--- config.mk ---
export PLATFORM = sky130hd
export DESIGN_NAME = seq_divider
export DESIGN_NICKNAME = d
export VERILOG_FILES = /design/src/rtl/div_pkg.sv /design/src/rtl/div_step.sv /design/src/rtl/seq_divider.sv
export SDC_FILE = /design/constraint.sdc
export NUM_CORES = 1
export LEC_CHECK = 0
export CORE_ASPECT_RATIO = 1.75
export CORE_UTILIZATION = 50
export CTS_CLUSTER_SIZE = 8
export DETAILED_ROUTE_END_ITERATION = 8
export PLACE_DENSITY_LB_ADDON = 0.05
export SLEW_MARGIN = 20
export SYNTH_ARGS = -nofsm -noshare
export SYNTH_HDL_FRONTEND = slang
export SYNTH_HIERARCHICAL = 1
export SYNTH_SLANG_ARGS = --single-unit
--- constraint.sdc ---
create_clock -name clock -period 16.55 [get_ports clock]
set_input_delay 1.655 -clock clock [delete_from_list [all_inputs] [get_ports clock]]
set_output_delay 1.655 -clock clock [all_outputs]
set_load 0.02 [all_outputs]
--- src/rtl/div_pkg.sv ---
// Shared definitions for the sequential divider: FSM state encoding and
// the quotient returned on a divide by zero.
package div_pkg;

  localparam logic [1:0] S_IDLE = 2'd0;
  localparam logic [1:0] S_ITER = 2'd1;
  localparam logic [1:0] S_FIX  = 2'd2;

  typedef enum logic [1:0] {
    StIdle = S_IDLE,
    StIter = S_ITER,
    StFix  = S_FIX
  } div_state_e;

  // Sliced to WIDTH by the user, so WIDTH must not exceed 128.
  localparam logic [127:0] DIV0_QUOT = '1;

endpackage

--- src/rtl/div_step.sv ---
// One restoring-division step: shift the next dividend bit into the partial
// remainder and subtract the divisor if it fits.
module div_step #(
  parameter int unsigned WIDTH = 32
) (
  input  logic [WIDTH:0]   p,
  input  logic             a_msb,
  input  logic [WIDTH-1:0] b,
  output logic [WIDTH:0]   p_next,
  output logic             q_bit
);

  logic [WIDTH+1:0] shifted;
  logic [WIDTH+1:0] diff;

  assign shifted = {p, a_msb};
  assign diff    = shifted - {2'b00, b};

  always_comb begin
    q_bit  = ~diff[WIDTH+1];
    p_next = q_bit ? diff[WIDTH:0] : shifted[WIDTH:0];
  end

endmodule

--- src/rtl/seq_divider.sv ---
// Multi-cycle restoring divider (signed/unsigned) with start/done handshake.
// Operates on magnitudes and applies the result signs in a final fix-up cycle.
module seq_divider
  import div_pkg::*;
#(
  parameter int unsigned WIDTH = 32,
  parameter int unsigned CNT_W = $clog2(WIDTH + 1)
) (
  input  logic             clock,
  input  logic             clear,
  input  logic             start,
  input  logic             is_signed,
  input  logic [WIDTH-1:0] dividend,
  input  logic [WIDTH-1:0] divisor,
  output logic             busy,
  output logic             done,
  output logic [WIDTH-1:0] quotient,
  output logic [WIDTH-1:0] remainder,
  output logic             div_by_zero
);

  div_state_e       state_q, state_d;
  logic [CNT_W-1:0] cnt_q, cnt_d;
  logic [WIDTH:0]   p_q, p_d;
  logic [WIDTH-1:0] a_q, a_d;
  logic [WIDTH-1:0] b_q, b_d;
  logic [WIDTH-1:0] orig_q, orig_d;
  logic             q_neg_q, q_neg_d;
  logic             r_neg_q, r_neg_d;
  logic             zero_q, zero_d;
  logic [WIDTH-1:0] quot_q, quot_d;
  logic [WIDTH-1:0] rem_q, rem_d;
  logic             done_q, done_d;
  logic             dz_q, dz_d;

  logic             dvd_neg, dsr_neg;
  logic [WIDTH-1:0] dvd_mag, dsr_mag;
  logic [WIDTH:0]   step_p;
  logic             step_q;

  // Negating min_neg wraps to itself, which is exactly its unsigned magnitude.
  assign dvd_neg = is_signed & dividend[WIDTH-1];
  assign dsr_neg = is_signed & divisor[WIDTH-1];
  assign dvd_mag = dvd_neg ? -dividend : dividend;
  assign dsr_mag = dsr_neg ? -divisor : divisor;

  div_step #(
    .WIDTH(WIDTH)
  ) u_step (
    .p      (p_q),
    .a_msb  (a_q[WIDTH-1]),
    .b      (b_q),
    .p_next (step_p),
    .q_bit  (step_q)
  );

  always_comb begin
    state_d = state_q;
    cnt_d   = cnt_q;
    p_d     = p_q;
    a_d     = a_q;
    b_d     = b_q;
    orig_d  = orig_q;
    q_neg_d = q_neg_q;
    r_neg_d = r_neg_q;
    zero_d  = zero_q;
    quot_d  = quot_q;
    rem_d   = rem_q;
    dz_d    = dz_q;
    done_d  = 1'b0;

    case (state_q)
      StIdle: begin
        if (start) begin
          a_d     = dvd_mag;
          b_d     = dsr_mag;
          orig_d  = dividend;
          q_neg_d = dvd_neg ^ dsr_neg;
          r_neg_d = dvd_neg;
          zero_d  = (divisor == '0);
          p_d     = '0;
          cnt_d   = '0;
          state_d = StIter;
        end
      end
      StIter: begin
        // The dividend register doubles as the quotient shift register.
        p_d   = step_p;
        a_d   = {a_q[WIDTH-2:0], step_q};
        cnt_d = cnt_q + CNT_W'(1);
        if (cnt_q == CNT_W'(WIDTH - 1)) begin
          state_d = StFix;
        end
      end
      StFix: begin
        done_d  = 1'b1;
        state_d = StIdle;
        if (zero_q) begin
          quot_d = DIV0_QUOT[WIDTH-1:0];
          rem_d  = orig_q;
          dz_d   = 1'b1;
        end else begin
          quot_d = q_neg_q ? -a_q : a_q;
          rem_d  = r_neg_q ? -p_q[WIDTH-1:0] : p_q[WIDTH-1:0];
          dz_d   = 1'b0;
        end
      end
      default: state_d = StIdle;
    endcase
  end

  always_ff @(posedge clock or posedge clear) begin
    if (clear) begin
      state_q <= StIdle;
    end else begin
      state_q <= state_d;
    end
  end

  always_ff @(posedge clock or posedge clear) begin
    if (clear) begin
      cnt_q   <= '0;
      p_q     <= '0;
      a_q     <= '0;
      b_q     <= '0;
      orig_q  <= '0;
      q_neg_q <= 1'b0;
      r_neg_q <= 1'b0;
      zero_q  <= 1'b0;
      quot_q  <= '0;
      rem_q   <= '0;
      done_q  <= 1'b0;
      dz_q    <= 1'b0;
    end else begin
      cnt_q   <= cnt_d;
      p_q     <= p_d;
      a_q     <= a_d;
      b_q     <= b_d;
      orig_q  <= orig_d;
      q_neg_q <= q_neg_d;
      r_neg_q <= r_neg_d;
      zero_q  <= zero_d;
      quot_q  <= quot_d;
      rem_q   <= rem_d;
      done_q  <= done_d;
      dz_q    <= dz_d;
    end
  end

  assign busy        = (state_q != StIdle);
  assign done        = done_q;
  assign quotient    = quot_q;
  assign remainder   = rem_q;
  assign div_by_zero = dz_q;

endmodule

## Word level (Yosys, flattened, before mapping)

Cells that the tools add are included.

- Bits in writable memories: 0
- Memory bits (read-only): 0
- Logic and storage cells: 53
- Latch bits: 0
- Output and inout bits: 67
- Input port bits: 68
- Memories: 0
- Flip-flop bits (word level): 206

- Eq/ne operators: 5
- Reductions and logical operators: 7
- Shift-type cells: 0
- Multiply operators: 0
- Bitwise gates (word level): 4
- Order comparisons: 0
- Divide/modulo/power cells: 0
- $add $sub $neg: 6
- Mux-type cells: 18

Operators with widths:

| operator | number |
|---|---|
| $mux W32 | 7 |
| $neg A32 Y32 | 4 |
| $mux W33 | 2 |
| $pmux W33 S2 | 1 |
| $pmux W32 S2 | 1 |
| $sub A34 B32 Y34 | 1 |
| $logic_not A32 Y1 | 1 |
| $pmux W6 S2 | 1 |
| $add A6 B1 Y6 const B | 1 |
| $eq A6 B5 Y1 const B | 1 |
| $mux W6 | 1 |
| $reduce_and A2 Y1 | 3 |
| $mux W2 | 2 |
| $ne A2 B2 Y1 const B | 2 |
| $pmux W2 S2 | 1 |
| $reduce_bool A2 Y1 | 2 |
| $and A1 B1 Y1 | 2 |
| $eq A2 B1 Y1 const B | 1 |
| $eq A2 B2 Y1 const B | 1 |
| $logic_not A2 Y1 | 1 |
| $mux W1 | 2 |
| $not A1 Y1 | 1 |
| $xor A1 B1 Y1 | 1 |

## Longest topological paths before layout

Gate-level depths: netlist of the first run.

- Depth in word-level cells: 4
- Depth in mapped cells: 15
- Mapped depth without buffers: 14

## Hierarchy

Netlist of the first run, hierarchy kept.

By module, submodules not included:

| module | seq. area each (um^2) | cells each | area each (um^2) | instances |
|---|---|---|---|---|
| seq_divider | 5154.9 | 1245 | 10943.0 | 1 |
| div_step | 0.0 | 328 | 2170.8 | 1 |

## Least setup slack after synthesis of the first run

Ideal clock, no wire load.

- Path kind: input port to flip-flop
- Start: input dividend[0]
- End: register a_q[23]
- Arrival: 3.325 ns
- Stages: 5
- Path buffers: 0
- Setup slack: 13.099 ns
- Library setup time: 0.126 ns
- Path through: or4_1 > nand4b_1 > nor2_1 > mux2_2 > a221o_1

- Word-level cells in the longest chain between the ends: 4

Ends and longest elaborated chain:

| item | RTL line | text |
|---|---|---|
| from (decl) | seq_divider.sv:13 | `input logic [WIDTH-1:0] dividend,` |
| $neg A32 Y32 | seq_divider.sv:44 | `assign dvd_mag = dvd_neg ? -dividend : dividend;` |
| $mux W32 | seq_divider.sv:44 |  |
| $mux W32 | seq_divider.sv:74 | `if (start) begin` |
| $pmux W32 S2 | seq_divider.sv:72 | `case (state_q)` |
| to (signal assigned) | seq_divider.sv:124 | `a_q <= '0;` |
| to (signal assigned) | seq_divider.sv:137 | `a_q <= a_d;` |
| to (decl) | seq_divider.sv:25 | `logic [WIDTH-1:0] a_q, a_d;` |

Every way passes these cells. The select of a mux whose other input is x is not followed.
A chain may end at the register's enable or synchronous reset.

## Worst setup path after layout of the first run

- Start: input dividend[7]
- End: register a_q[23]

Same word-level chain as after synthesis.

==> impl_metrics.json, run 1 <==
{
  "status": "finished, final reports clean",
  "post_cts_buffers": 0,
  "initialDrtViolationCount": 713,
  "synth.distinct_cells": 74,
  "die-height_um": 216,
  "io_pins": 135,
  "grt_start_max_net_pins": 137,
  "die_area_mm2": 0.0269,
  "synthMuxAreaShare_pct": 2.19,
  "syn_area_mm2": 0.0131,
  "cp_data_required_time_ps": 16990,
  "final_net_count": 1769,
  "relSlewSlack_pct": 20.4,
  "p_leak_nw": 6.60,
  "async_flop_share_pct": 100,
  "yosys_warnings": 6,
  "ant_nets": 0,
  "maxCapViolCount": 0,
  "drc_errors": 0,
  "antenna_found_initial": 0,
  "io_buffers": 134,
  "dieWidth_um": 124,
  "holdCritStartpoint": "b_q[9]",
  "crit_chain": "clkdlybuf4s50_1 -> nor4_1 -> nand4b_1 -> nor2_1 -> mux2_2 -> a221o_1",
  "clock_sinks": 206,
  "synth_area_leaders": "dfrtp_1 39%, nand2_1 8.2%, o21ai_0 5.0%",
  "worst_pin_slew_ps": 1190,
  "rows": 78,
  "power_density_mw_per_mm2": 182,
  "rsz0062_at_grt": "no",
  "hold_buffers": 0,
  "diodes": 0,
  "worstSkewPairLatency_ps": 570,
  "crit_fanout": 10,
  "core_area_mm2": 0.0259,
  "r2r_start": "p_q[7]",
  "grt_first_pass_wirelength_mm": 59.5,
  "viasPerCell": 5.83,
  "fmax_mhz": 248,
  "hold_path.class": "reg2reg",
  "grt_overflow": 0,
  "vias": 11600,
  "ctsResizeCount": 0,
  "ir_drop_mv": 0.118,
  "yosysMostFrequentCell": "nand2_1",
  "drive_gt1_share_pct": 5.29,
  "ctsLongestPathBuffers": 3,
  "synth_fp_nets": 1679,
  "grt_pass1_vias": 11400,
  "wirelength_mm": 36.4,
  "synth_compound_area_share_pct": 20.8,
  "setup_viol": 0,
  "numCtsBuffers": 29,
  "hpwl_mm": 26.6,
  "totalPowerFinal_mw": 2.81,
  "final_hold_viol_count": 0,
  "finalSetupTns_ps": 0,
  "fin_crit_sh_pct": 24.4,
  "maxSlewViolCount": 0,
  "syn_avg_cell_area_um2": 8.34,
  "synth_xor_area_share_pct": 8.49,
  "track_usage_pct": 27.4,
  "nFillCells": 2311,
  "htree_levels": 1,
  "max_stage_delay_ps": 820,
  "wl_per_cell_um": 18.3,
  "synthSimpleGateAreaFrac_pct": 21.2,
  "post-route-min-period_ps": 4040,
  "path_clk_slew_ps": 50,
  "ys.flop_type": "dfrtp_1",
  "ys_ff_latch": 206,
  "synthTopCellsByCount": "288 x nand2_1, 206 x dfrtp_1, 132 x o21ai_0, 117 x nor2_1, 92 x a21oi_1",
  "synthToLayoutAreaGrowth_pct": 17.4,
  "cts_root_buf": "clkbuf_16",
  "crit_start": "dividend[7]",
  "yosysTopAreaCellShare_pct": 39.3,
  "seq_area_frac_synth_pct": 39.3,
  "fin_worst_skew_ps": 25.4,
  "synth_top_area_cell": "dfrtp_1",
  "cts_tree": "built",
  "synthAdderAreaFrac_pct": 3.68,
  "synth_top_family_by_area": "simple AND/OR/NAND/NOR gates",
  "synth_edf_count": 0,
  "slowest_stage": "nor4_1",
  "endpoint_kind": "flip-flop",
  "cp-start-kind": "input pin",
  "drt-pass1-iter-count": 5,
  "gp_congestion": 0.947,
  "arrival_ps": 4470,
  "path_class": "in2reg",
  "synthCells": 1573,
  "start_util_pct": 50.7
}
cells by family after synthesis:
family	count (synthesis)
AOI/OAI and AO/OA	422
xor gates and xnor gates	125
adders and majority gates	38
buffers and inverters	146
DFF	206
muxes	28
and+or+nand+nor	608
final cells by class:
cell class	count	area, µm²	area share [%]
multi-input combinational	1221	7410	48.1
sequential	206	5150	33.5
timing repair buffer	150	1460	9.49
clock buffer	31	733	4.76
tap	320	400	2.60
inverter	55	214	1.39
clock inverter	1	20.0	0.130
power by group:
part	leakage, nW	internal [mW]	total [mW]	switching, mW
clock	0.370	0.308	0.521	0.213
combinational	3.74	0.612	1.40	0.783
sequential	2.49	0.675	0.893	0.218
total	6.60	1.59	2.81	1.21
path summary, 6_finish.rpt:
| path | end | slack (ps) | cells past startpoint |
|---|---|---|---|
| max | a_q[23] | 12510 | 6 |
| min | b_q[9] | 470 | 2 |
| max reg2reg | p_q[26] | 12530 | 13 |
| min reg2reg | b_q[9] | 470 | 2 |
| max in group asynchronous | remainder[20] | 13350 | 3 |
| min in group asynchronous | quotient[5] | 1670 | 2 |
worst max-delay path: cells and delay by family:
family	cells	cell delay (ps)
AND/OR/NAND/NOR	3	1660
buffers and inverters	1	520
AO/OA/AOI/OAI	1	280
multiplexers	1	350
metal layers:
| metal | track usage, % | share of wire (%) |
|---|---|---|
| met3 | 2.72 | 3.0 |
| met4 | 14.4 | 4.9 |
| met5 | 0 | 0 |
| met1 | 29.1 | 38 |
| met2 | 52.5 | 54 |
layout by cell type (no fill, tap or decap), types with 5 or more instances in the layout:
master / instances
xor2_1: 68
o31ai_1: 31
clkbuf_16: 29
or3_1: 15
nor3_1: 31
o22ai_1: 12
dfrtp_1: 206
ha_1: 37
a211oi_1: 5
or2_2: 7
buf_4: 16
or4_1: 15
a31oi_1: 19
o211ai_1: 17
mux2i_1: 22
nand3_1: 51
and3_1: 9
o21ai_0: 132
nor2_1: 115
nand4_1: 7
nand2_1: 288
a21o_1: 26
nand2b_1: 12
o41ai_1: 18
nor4_1: 19
mux2_2: 6
nor2b_1: 7
xnor2_1: 56
nor3b_1: 6
a21oi_1: 92
clkdlybuf4s50_1: 134
a22oi_1: 25
inv_1: 51
registers in the layout (all words and copies together), names as in the netlist, 2 cells and up:
signal     cells
quotient      32
orig_q        32
remainder     32
p_q           33
b_q           32
a_q           32
cnt_q          6
state_q        2
through the flow:
stage,cells,utilization [%],hold WS [ps],setup slack [ps],instance area (µm²)
3_5_place_dp,1952,56.6,458,12000,14600
6_report,1984,59.5,472,12510,15400
5_1_grt,1984,59.5,494,12320,15400
3_3_place_gp,1952,56.6,452,12030,14600
2_1_floorplan,1573,-,437,9270,13100
4_1_cts,1984,59.5,477,12510,15400
Power figures use the tool's default switching activity.
==> run 2: changes to the inputs <==
==> constraint.sdc (replaced) <==
create_clock -name clock -period 3.8 [get_ports clock]
set_input_delay 0.38 -clock clock [delete_from_list [all_inputs] [get_ports clock]]
set_output_delay 0.38 -clock clock [all_outputs]
set_load 0.02 [all_outputs]
==> run 2 against run 1 <==
Sequential cell count unchanged; power rose to 4.4 times the previous value; die area unchanged; core utilization up 0.89 points; clock power rose to 4.3 times the previous value; critical path type is now reg2reg.
==> impl_metrics.json, run 2 (same netlist as run 1, synthesis figures left out) <==
{
  "gp_congestion": 0.944,
  "grt_start_max_net_pins": 173,
  "fin_worst_skew_ps": 13.7,
  "fin_crit_sh_pct": 95.9,
  "dieWidth_um": 124,
  "wirelength_mm": 37.4,
  "vias": 11700,
  "ctsLongestPathBuffers": 3,
  "numCtsBuffers": 29,
  "power_density_mw_per_mm2": 799,
  "maxSlewViolCount": 0,
  "rsz0062_at_grt": "no",
  "final_net_count": 1797,
  "mostFrequentLayoutCells": "288 x nand2_1, 206 x dfrtp_1, 134 x clkdlybuf4s50_1",
  "relSlewSlack_pct": 33.4,
  "htree_levels": 1,
  "setup_viol": 0,
  "ctsResizeCount": 0,
  "post_cts_buffers": 0,
  "worstSkewPairLatency_ps": 550,
  "path_class": "reg2reg",
  "cp-start-kind": "flip-flop",
  "fin_area_mm2": 0.0156,
  "drt-pass1-iter-count": 5,
  "worst_pin_slew_ps": 999,
  "finalSetupTns_ps": 0,
  "diodes": 0,
  "cp_data_required_time_ps": 4240,
  "crit_chain": "ha_1 -> and3_1 -> or3b_1 -> a211oi_2 -> nor4b_1 -> buf_4 -> o31ai_1 -> a311o_1 -> a21oi_1 -> xnor2_1 -> mux2_2 -> nand2_1 -> nand2_1",
  "crit_fanout": 7,
  "hold_buffers": 0,
  "cts_tree": "built",
  "io_buffers": 134,
  "path_buf_inv": 1,
  "post-route-min-period_ps": 3640,
  "wl_per_cell_um": 18.6,
  "ant_nets": 0,
  "status": "finished, final reports clean",
  "rows": 78,
  "start_util_pct": 50.7,
  "track_usage_pct": 28.1,
  "post_dp_cell_area_mm2": 0.0149,
  "arrival_ps": 4080,
  "io_pins": 135,
  "clock_sinks": 206,
  "grt_overflow": 0,
  "viasPerCell": 5.84,
  "endpoint_kind": "flip-flop",
  "grt_first_pass_wirelength_mm": 60.9,
  "antenna_found_initial": 0,
  "maxCapViolCount": 0,
  "cts_root_buf": "clkbuf_16",
  "cp_top_family": "compound AO/OA/AOI/OAI gates",
  "slowest_stage": "o31ai_1",
  "fmax_mhz": 274,
  "die-height_um": 216,
  "final_common_cell": "nand2_1",
  "drive_gt1_share_pct": 6.98,
  "cpMostUsedCell": "nand2_1",
  "ir_drop_mv": 0.397,
  "hpwl_mm": 27.8,
  "hold_path.class": "in2async",
  "path_clk_slew_ps": 50,
  "core_area_mm2": 0.0259,
  "final_hold_viol_count": 0,
  "largest_reg_flops": 33,
  "p_leak_nw": 6.74,
  "grt_pass1_vias": 11800,
  "top_register": "p_q",
  "die_area_mm2": 0.0269,
  "nFillCells": 2392,
  "synthToLayoutAreaGrowth_pct": 19.2,
  "initialDrtViolationCount": 594,
  "max_stage_delay_ps": 530,
  "drc_errors": 0
}
[run 2: path summary, 6_finish.rpt]
path | endpoint | slack (ps) | depth (start not counted) | from
setup / recovery | p_q[27] | 160 | 13 | p_q[8]
hold / removal | quotient[27] | 350 | 3 | clear
setup reg to reg | p_q[27] | 160 | 13 | p_q[8]
hold reg to reg | orig_q[13] | 470 | 2 | orig_q[13]
max in group asynchronous | p_q[2] | 2620 | 3 | clear
min in group clock | orig_q[13] | 470 | 2 | orig_q[13]
[run 2: worst min-delay path, cell delays in order]
cell and delay (ps):
clkdlybuf4s50_1 440, clkinvlp_4 110, buf_4 390
[run 2: metal layers]
layer  vias up  track usage, %  routed length [µm]
li1       5777               -                   -
met1      5561            29.0               13900
met2       288            54.3               20400
met3       111            2.86                1250
met4         0            15.5                1870
met5         -               0                   0
[run 2: final cells by class]
| type | count | area [µm²] | share of cell area (%) |
|---|---|---|---|
| sequential | 206 | 5150 | 33.0 |
| inverter | 55 | 210 | 1.35 |
| clock buffer | 30 | 739 | 4.73 |
| timing repair buffer | 178 | 1700 | 10.9 |
| clock inverter | 1 | 8.76 | 0.0560 |
| tap | 320 | 400 | 2.56 |
| multi-input combinational | 1221 | 7420 | 47.5 |
[run 2: through the flow]
| stage | hold slack [ps] | cells | total power [mW] | setup slack (ps) | util [%] |
|---|---|---|---|---|---|
| after floorplan | 437 | 1573 | 8.36 | 748 | - |
| after global placement | 453 | 1980 | 10.1 | 247 | 57.5 |
| after detailed placement | 455 | 1980 | 10.2 | 222 | 57.5 |
| after CTS | 346 | 2011 | 12.6 | 205 | 60.4 |
| after global routing | 394 | 2011 | 13.5 | 67.8 | 60.4 |
| final | 347 | 2011 | 12.5 | 157 | 60.4 |
[run 2: power breakdown]
part | internal, mW | switching (mW)
Combinational | 2.80 | 3.65
Sequential | 2.94 | 0.837
Clock | 1.35 | 0.909
==> patch 1 (flow settings as in run 1) <==
`WIDTH` is set to 32 in 2 places; all go to 64.
--- a/src/rtl/div_step.sv
+++ b/src/rtl/div_step.sv
@@ -1,7 +1,7 @@
 // One restoring-division step: shift the next dividend bit into the partial
 // remainder and subtract the divisor if it fits.
 module div_step #(
-  parameter int unsigned WIDTH = 32
+  parameter int unsigned WIDTH = 64
 ) (
   input  logic [WIDTH:0]   p,
   input  logic             a_msb,
--- a/src/rtl/seq_divider.sv
+++ b/src/rtl/seq_divider.sv
@@ -3,7 +3,7 @@
 module seq_divider
   import div_pkg::*;
 #(
-  parameter int unsigned WIDTH = 32,
+  parameter int unsigned WIDTH = 64,
   parameter int unsigned CNT_W = $clog2(WIDTH + 1)
 ) (
   input  logic             clock,
Ports: changed (resized dividend, divisor, quotient and remainder); port bits go from 135 to 263. No check against the original RTL was run, so the function may have changed too.
==> patch 1 against run 1 <==
Setup slack worse by 570 ps; total power up 93%; non-clock buffer count up 142; maximum frequency down 12%; sequential cell count up 193; count of clock-buffer cells in the layout up 30; final area up 99%; first-iteration DRC count rose to 2.6 times the old value; critical path type is now register to register; critical endpoint is now p_q[3]; synthesized cell count up 110%; utilization down 0.14 points; synthesized area up 100%; wire length up 130%; die area up 98%.
==> patch 1: results (changes against run 1) <==
* First element of the critical path: p_q[33]
- By count the netlist is led by 588 x sky130_fd_sc_hd__nand2_1, 399 x sky130_fd_sc_hd__dfrtp_1, 347 x sky130_fd_sc_hd__o21ai_0.
* Share of layout cells above drive strength 1: 4.49% (-0.80 points)
- The number of buffers added on ports came to 262 (+96%).
* Hold Crit Start: orig_q[57]
- The worst register-to-register path ends at p_q[3].
- The run finished with clean final reports.
- Placement-stage worst setup slack: 11,480 ps (-519 ps)
- Aggregate routed wire length: 83,800 um (+130%)
- Area contributors post-synth: sky130_fd_sc_hd__dfrtp_1 38%, sky130_fd_sc_hd__nand2_1 8.4%, sky130_fd_sc_hd__o21ai_0 6.6%
* # fillers: 4,697 (+100%)
* Pin count of the biggest net entering global routing: 207 (+51%)
- HPWL after DPL: 63,100 um (+140%)
* Total routing resource utilization after global routing: 31.1% (+3.7 points)
* Largest vdd supply drop: 0.123 mV (+4.2%)
- The fraction of met2 tracks used by global routing came to 55.5% (+3.0 points).
- The final-stage net count came to 3,602 (+100%).
- Later-pin clock latency in the skew report: 600 ps (+30 ps)
- Number of global-route vias before repair: 23,943 (+110%)
- The post-detailed-route via-to-cell ratio was 5.98 (+2.6%).
- The data arrival time of the critical path is 5040 ps (+570 ps).
- Placer's final routability congestion estimate: 0.930 (-1.8%)
- The number of cells on the worst reg-to-reg path is 14 (+1).
- Final Skew: 25.4 ps (+0.0621 ps)
- The largest fanout on the critical path came to 71 (+61).
- The count of H-tree levels built during CTS is 2 (+1).
- The final instance count without filler cells came to 4,080 (+110%).
* Total clock buffers created by CTS: 56 (+93%)
- Proportion of synthesized chip area in sequential cells: 38.1% (-1.2 points)
* Number of iterations in the first detailed-routing pass: 6 (+1)
- Worst-case hold slack: 471 ps (-0.908 ps)
- Global-route met3 utilization: 2.74% (+0.029 points)
- The instance area at placement came to 29,100 sq um (+99%).
- The largest stage delay on the critical path came to 610 ps (-210 ps).
- Worst Hold End: orig_q[57]
- Number of flip-flops in the largest register: 65 (+97%)
* Slowest-stage cell, CP: sky130_fd_sc_hd__dfrtp_1
==> patch 1: through the flow <==
step                total power [mW]  utilization [%]
floorplan                       3.62                -
CTS                             5.40             59.4
finish                          5.41             59.4
global placement                4.31             56.4
global route                    5.84             59.4
detailed placement              4.35             56.5
==> patch 1: logic make-up after synthesis <==
kind of cell | Yosys count | share of synthesized area, %
flops | 399 | 38.1
mux | 17 | 0.659
simple gates | 1182 | 20.9
buf+inv | 321 | 4.79
fa+ha+maj | 70 | 3.37
compound gates | 989 | 22.6
xor+xnor | 289 | 9.66
==> patch 1: worst min-delay path, stage by stage (launching register included) <==
cell                      delay [ps]
sky130_fd_sc_hd__dfrtp_1         340
sky130_fd_sc_hd__nand2_1          50
sky130_fd_sc_hd__nand2_1          50
==> patch 1: worst max path at each step <==
| stage | to | slack (ps) |
|---|---|---|
| final | p_q[3] | 11950 |
| after global routing | p_q[10] | 11720 |
| after CTS | p_q[3] | 12050 |
| after detailed placement | a_q[40] | 11480 |
| after global placement | a_q[40] | 11530 |
| after floorplan | a_q[0] | 3800 |
==> patch 1: area by class of cell <==
cell class	count	area, sq um	share of cell area [%]
tap	672	841	2.74
clock inverter	4	77.6	0.253
inverter	104	400	1.31
timing repair buffer	292	2870	9.37
multi-input combinational	2547	15000	49.1
sequential	399	9990	32.6
antenna	1	2.50	0.00816
clock buffer	61	1430	4.67
==> patch 1: layer usage <==
metal / share of wire [%] / up-vias
met5: 0 / -
met3: 4.2 / 181
met1: 39 / 11609
li1: - / 11795
met2: 51 / 801
met4: 5.4 / 0
==> patch 1: power by group <==
group	switching, mW	internal [mW]	leakage [nW]	total [mW]
clock network	0.427	0.602	0.733	1.03
logic	1.64	1.07	7.24	2.71
registers	0.403	1.27	4.78	1.67
total	2.47	2.94	12.8	5.41
==> patch 2 (settings of run 1) <==
Without the edit above. Register the output `remainder` once more, with the module's reset; this adds one clock of latency there. The other outputs are not delayed to match.
--- a/src/rtl/seq_divider.sv
+++ b/src/rtl/seq_divider.sv
@@ -150,7 +150,13 @@
   assign busy        = (state_q != StIdle);
   assign done        = done_q;
   assign quotient    = quot_q;
-  assign remainder   = rem_q;
+  always_ff @(posedge clock or posedge clear) begin
+    if (clear) begin
+      remainder <= '0;
+    end else begin
+      remainder <= rem_q;
+    end
+  end
   assign div_by_zero = dz_q;
 
 endmodule
Check against the original RTL: no difference found for any inputs over 10 cycles, from zero or initial values; that may be too few to reach the edited logic, so the function may still have changed.
==> patch 2 against run 1 <==
Setup slack got worse by 28 ps; synthesized area is 6.9% higher; critical path depth increased by 2; global-route usage grew 1.3 points; sequential cell count up 32; die area increased by 6.8%; wire length increased by 9.5%; total power up 7.1%; count of clock-buffer cells in the layout is 6 higher; final area up 7.5%; non-clock buffer count grew 1.
==> patch 2: results (changes against run 1) <==
- The flow ran to the end, and the final reports show no timing, DRC or antenna violations.
- Routing usage on met1: 30.5% (+1.4 points)
- After synthesis, the cell types taking the most area are sky130_fd_sc_hd__dfrtp_1 42%, sky130_fd_sc_hd__nand2_1 7.4%, sky130_fd_sc_hd__xor2_1 5.2%.
* Total routing resource utilization after global routing: 28.7% (+1.3 points)
- Total length of routed met3 wires: 1440 um (+31%)
- The number of buffers created by CTS was 35 (+21%).
- The routed metal-1 wire length came to 14,500 um (+5.8%).
- Relative max-transition margin: 33.4% (+13 points)
- Slowest-stage cell, CP: sky130_fd_sc_hd__nor4_2
* Worst hold path class: register to register
* Number of design-rule violations left by the first detailed-router iteration: 703 (-1.4%)
- Count of placed standard cells including taps: 2,038 (+4.4%)
- The flip-flop count of the largest register, all copies and words added came to 33 (unchanged).
* Worst-case hold slack: 369 ps (-103 ps)
- Sum of buffers and inverters on the critical path: 2 (+1)
* Final Skew: 13.8 ps (-11.6 ps)
- The instance area at placement is 15,600 sq um (+6.6%).
- Hold Crit Start: rem_q[12]
- Share of async-settable or async-resettable flops after synthesis: 100% (unchanged)
- Wire length of the first global-routing pass: 64,100 um (+7.8%)
- The count of H-tree levels built during CTS came to 2 (+1).
- The synthesized area per cell came to 8.68 sq um (+4.2%).
- The final-stage net count came to 1,812 (+2.4%).
- The number of antenna violations at the first check in global routing is 1 (+1).
- The share of cells above drive strength 1 came to 5.80% (+0.51 points).
- The routed length on met2 is 21,600 um (+9.4%).
- Largest vdd supply drop: 0.124 mV (+5.5%)
- The sequential fraction of the synthesis area came to 42.5% (+3.2 points).
- M2 GR Usage: 53.8% (+1.3 points)
- Via count: 12,207 (+5.6%)
- Internal power: 1.75 mW (+9.7%)
- Aggregate routed wire length: 39,800 um (+9.5%)
- The die outline width was 129 um (+3.4%).
* CP max stage delay: 850 ps (+30 ps)
- Post-layout instance count excluding filler cells: 2,079 (+4.8%)
* # fillers: 2,575 (+11%)
- Later-pin clock latency in the skew report: 520 ps (-50 ps)
- Pin count of the biggest net entering global routing: 111 (-19%)
- By count the netlist is led by 277 x sky130_fd_sc_hd__nand2_1, 238 x sky130_fd_sc_hd__dfrtp_1, 103 x sky130_fd_sc_hd__o21ai_0.
- The post-place setup slack came to 11,920 ps (-79.9 ps).
- Global-route met3 utilization: 3.39% (+0.68 points)
- HPWL after DPL: 29,100 um (+9.4%)
* Register-to-register setup slack: 12,600 ps (+70 ps)
- The cell depth of the worst hold path is 0 (-2).
- The data arrival time of the critical path came to 4450 ps (-20 ps).
- Worst flop-to-flop path endpoint: p_q[26]
- Syn Nets: 1,721 (+2.5%)
- Worst Hold End: remainder[12]
* Number of distinct library cells after synthesis: 76 (+2.7%)
- The leakage power was 7.13 nW (+8.1%).
* Placer's final routability congestion estimate: 0.917 (-3.2%)
==> patch 2: layout make-up <==
type                            count  area (sq um)  share of cell area (%)
Multi-Input combinational cell   1225          7510                    45.4
Sequential cell                   238          5960                    36.0
Timing Repair Buffer              151          1470                    8.87
Clock buffer                       37           915                    5.52
Tap cell                          369           462                    2.79
Inverter                           55           214                    1.29
Clock inverter                      2          25.0                   0.151
Antenna cell                        2          5.00                  0.0302
==> patch 2: logic make-up (layout without fill, tap and decap cells) <==
logic type      count (synthesis)  after routing  share of synthesized area, %
simple gates                  614            614                          20.6
compound gates                434            434                          20.3
flops                         238            238                          42.5
buf+inv                       152            245                          4.11
xor+xnor                      121            121                          7.69
fa+ha+maj                      38             38                          3.44
mux                            18             18                          1.34
other cells                     0              2                             0
==> patch 2: worst max-delay path by stage <==
| stage | from | end | slack, ps |
|---|---|---|---|
| 6_report | divisor[0] | b_q[30] | 12490 |
| 5_1_grt | divisor[1] | b_q[30] | 12260 |
| 4_1_cts | divisor[0] | b_q[30] | 12470 |
| 3_5_place_dp | divisor[0] | b_q[30] | 11920 |
| 3_3_place_gp | divisor[1] | b_q[30] | 12040 |
| 2_1_floorplan | clear | a_q[0] | 8360 |
==> patch 2: power groups by stage <==
stage | sequential [mW] | clock [mW] | combinational [mW]
6_report | 0.990 | 0.635 | 1.38
5_1_grt | 1.01 | 0.671 | 1.56
3_3_place_gp | 0.990 | 0 | 1.35
3_5_place_dp | 0.994 | 0 | 1.37
2_1_floorplan | 0.935 | 0 | 1.06
4_1_cts | 0.988 | 0.647 | 1.38
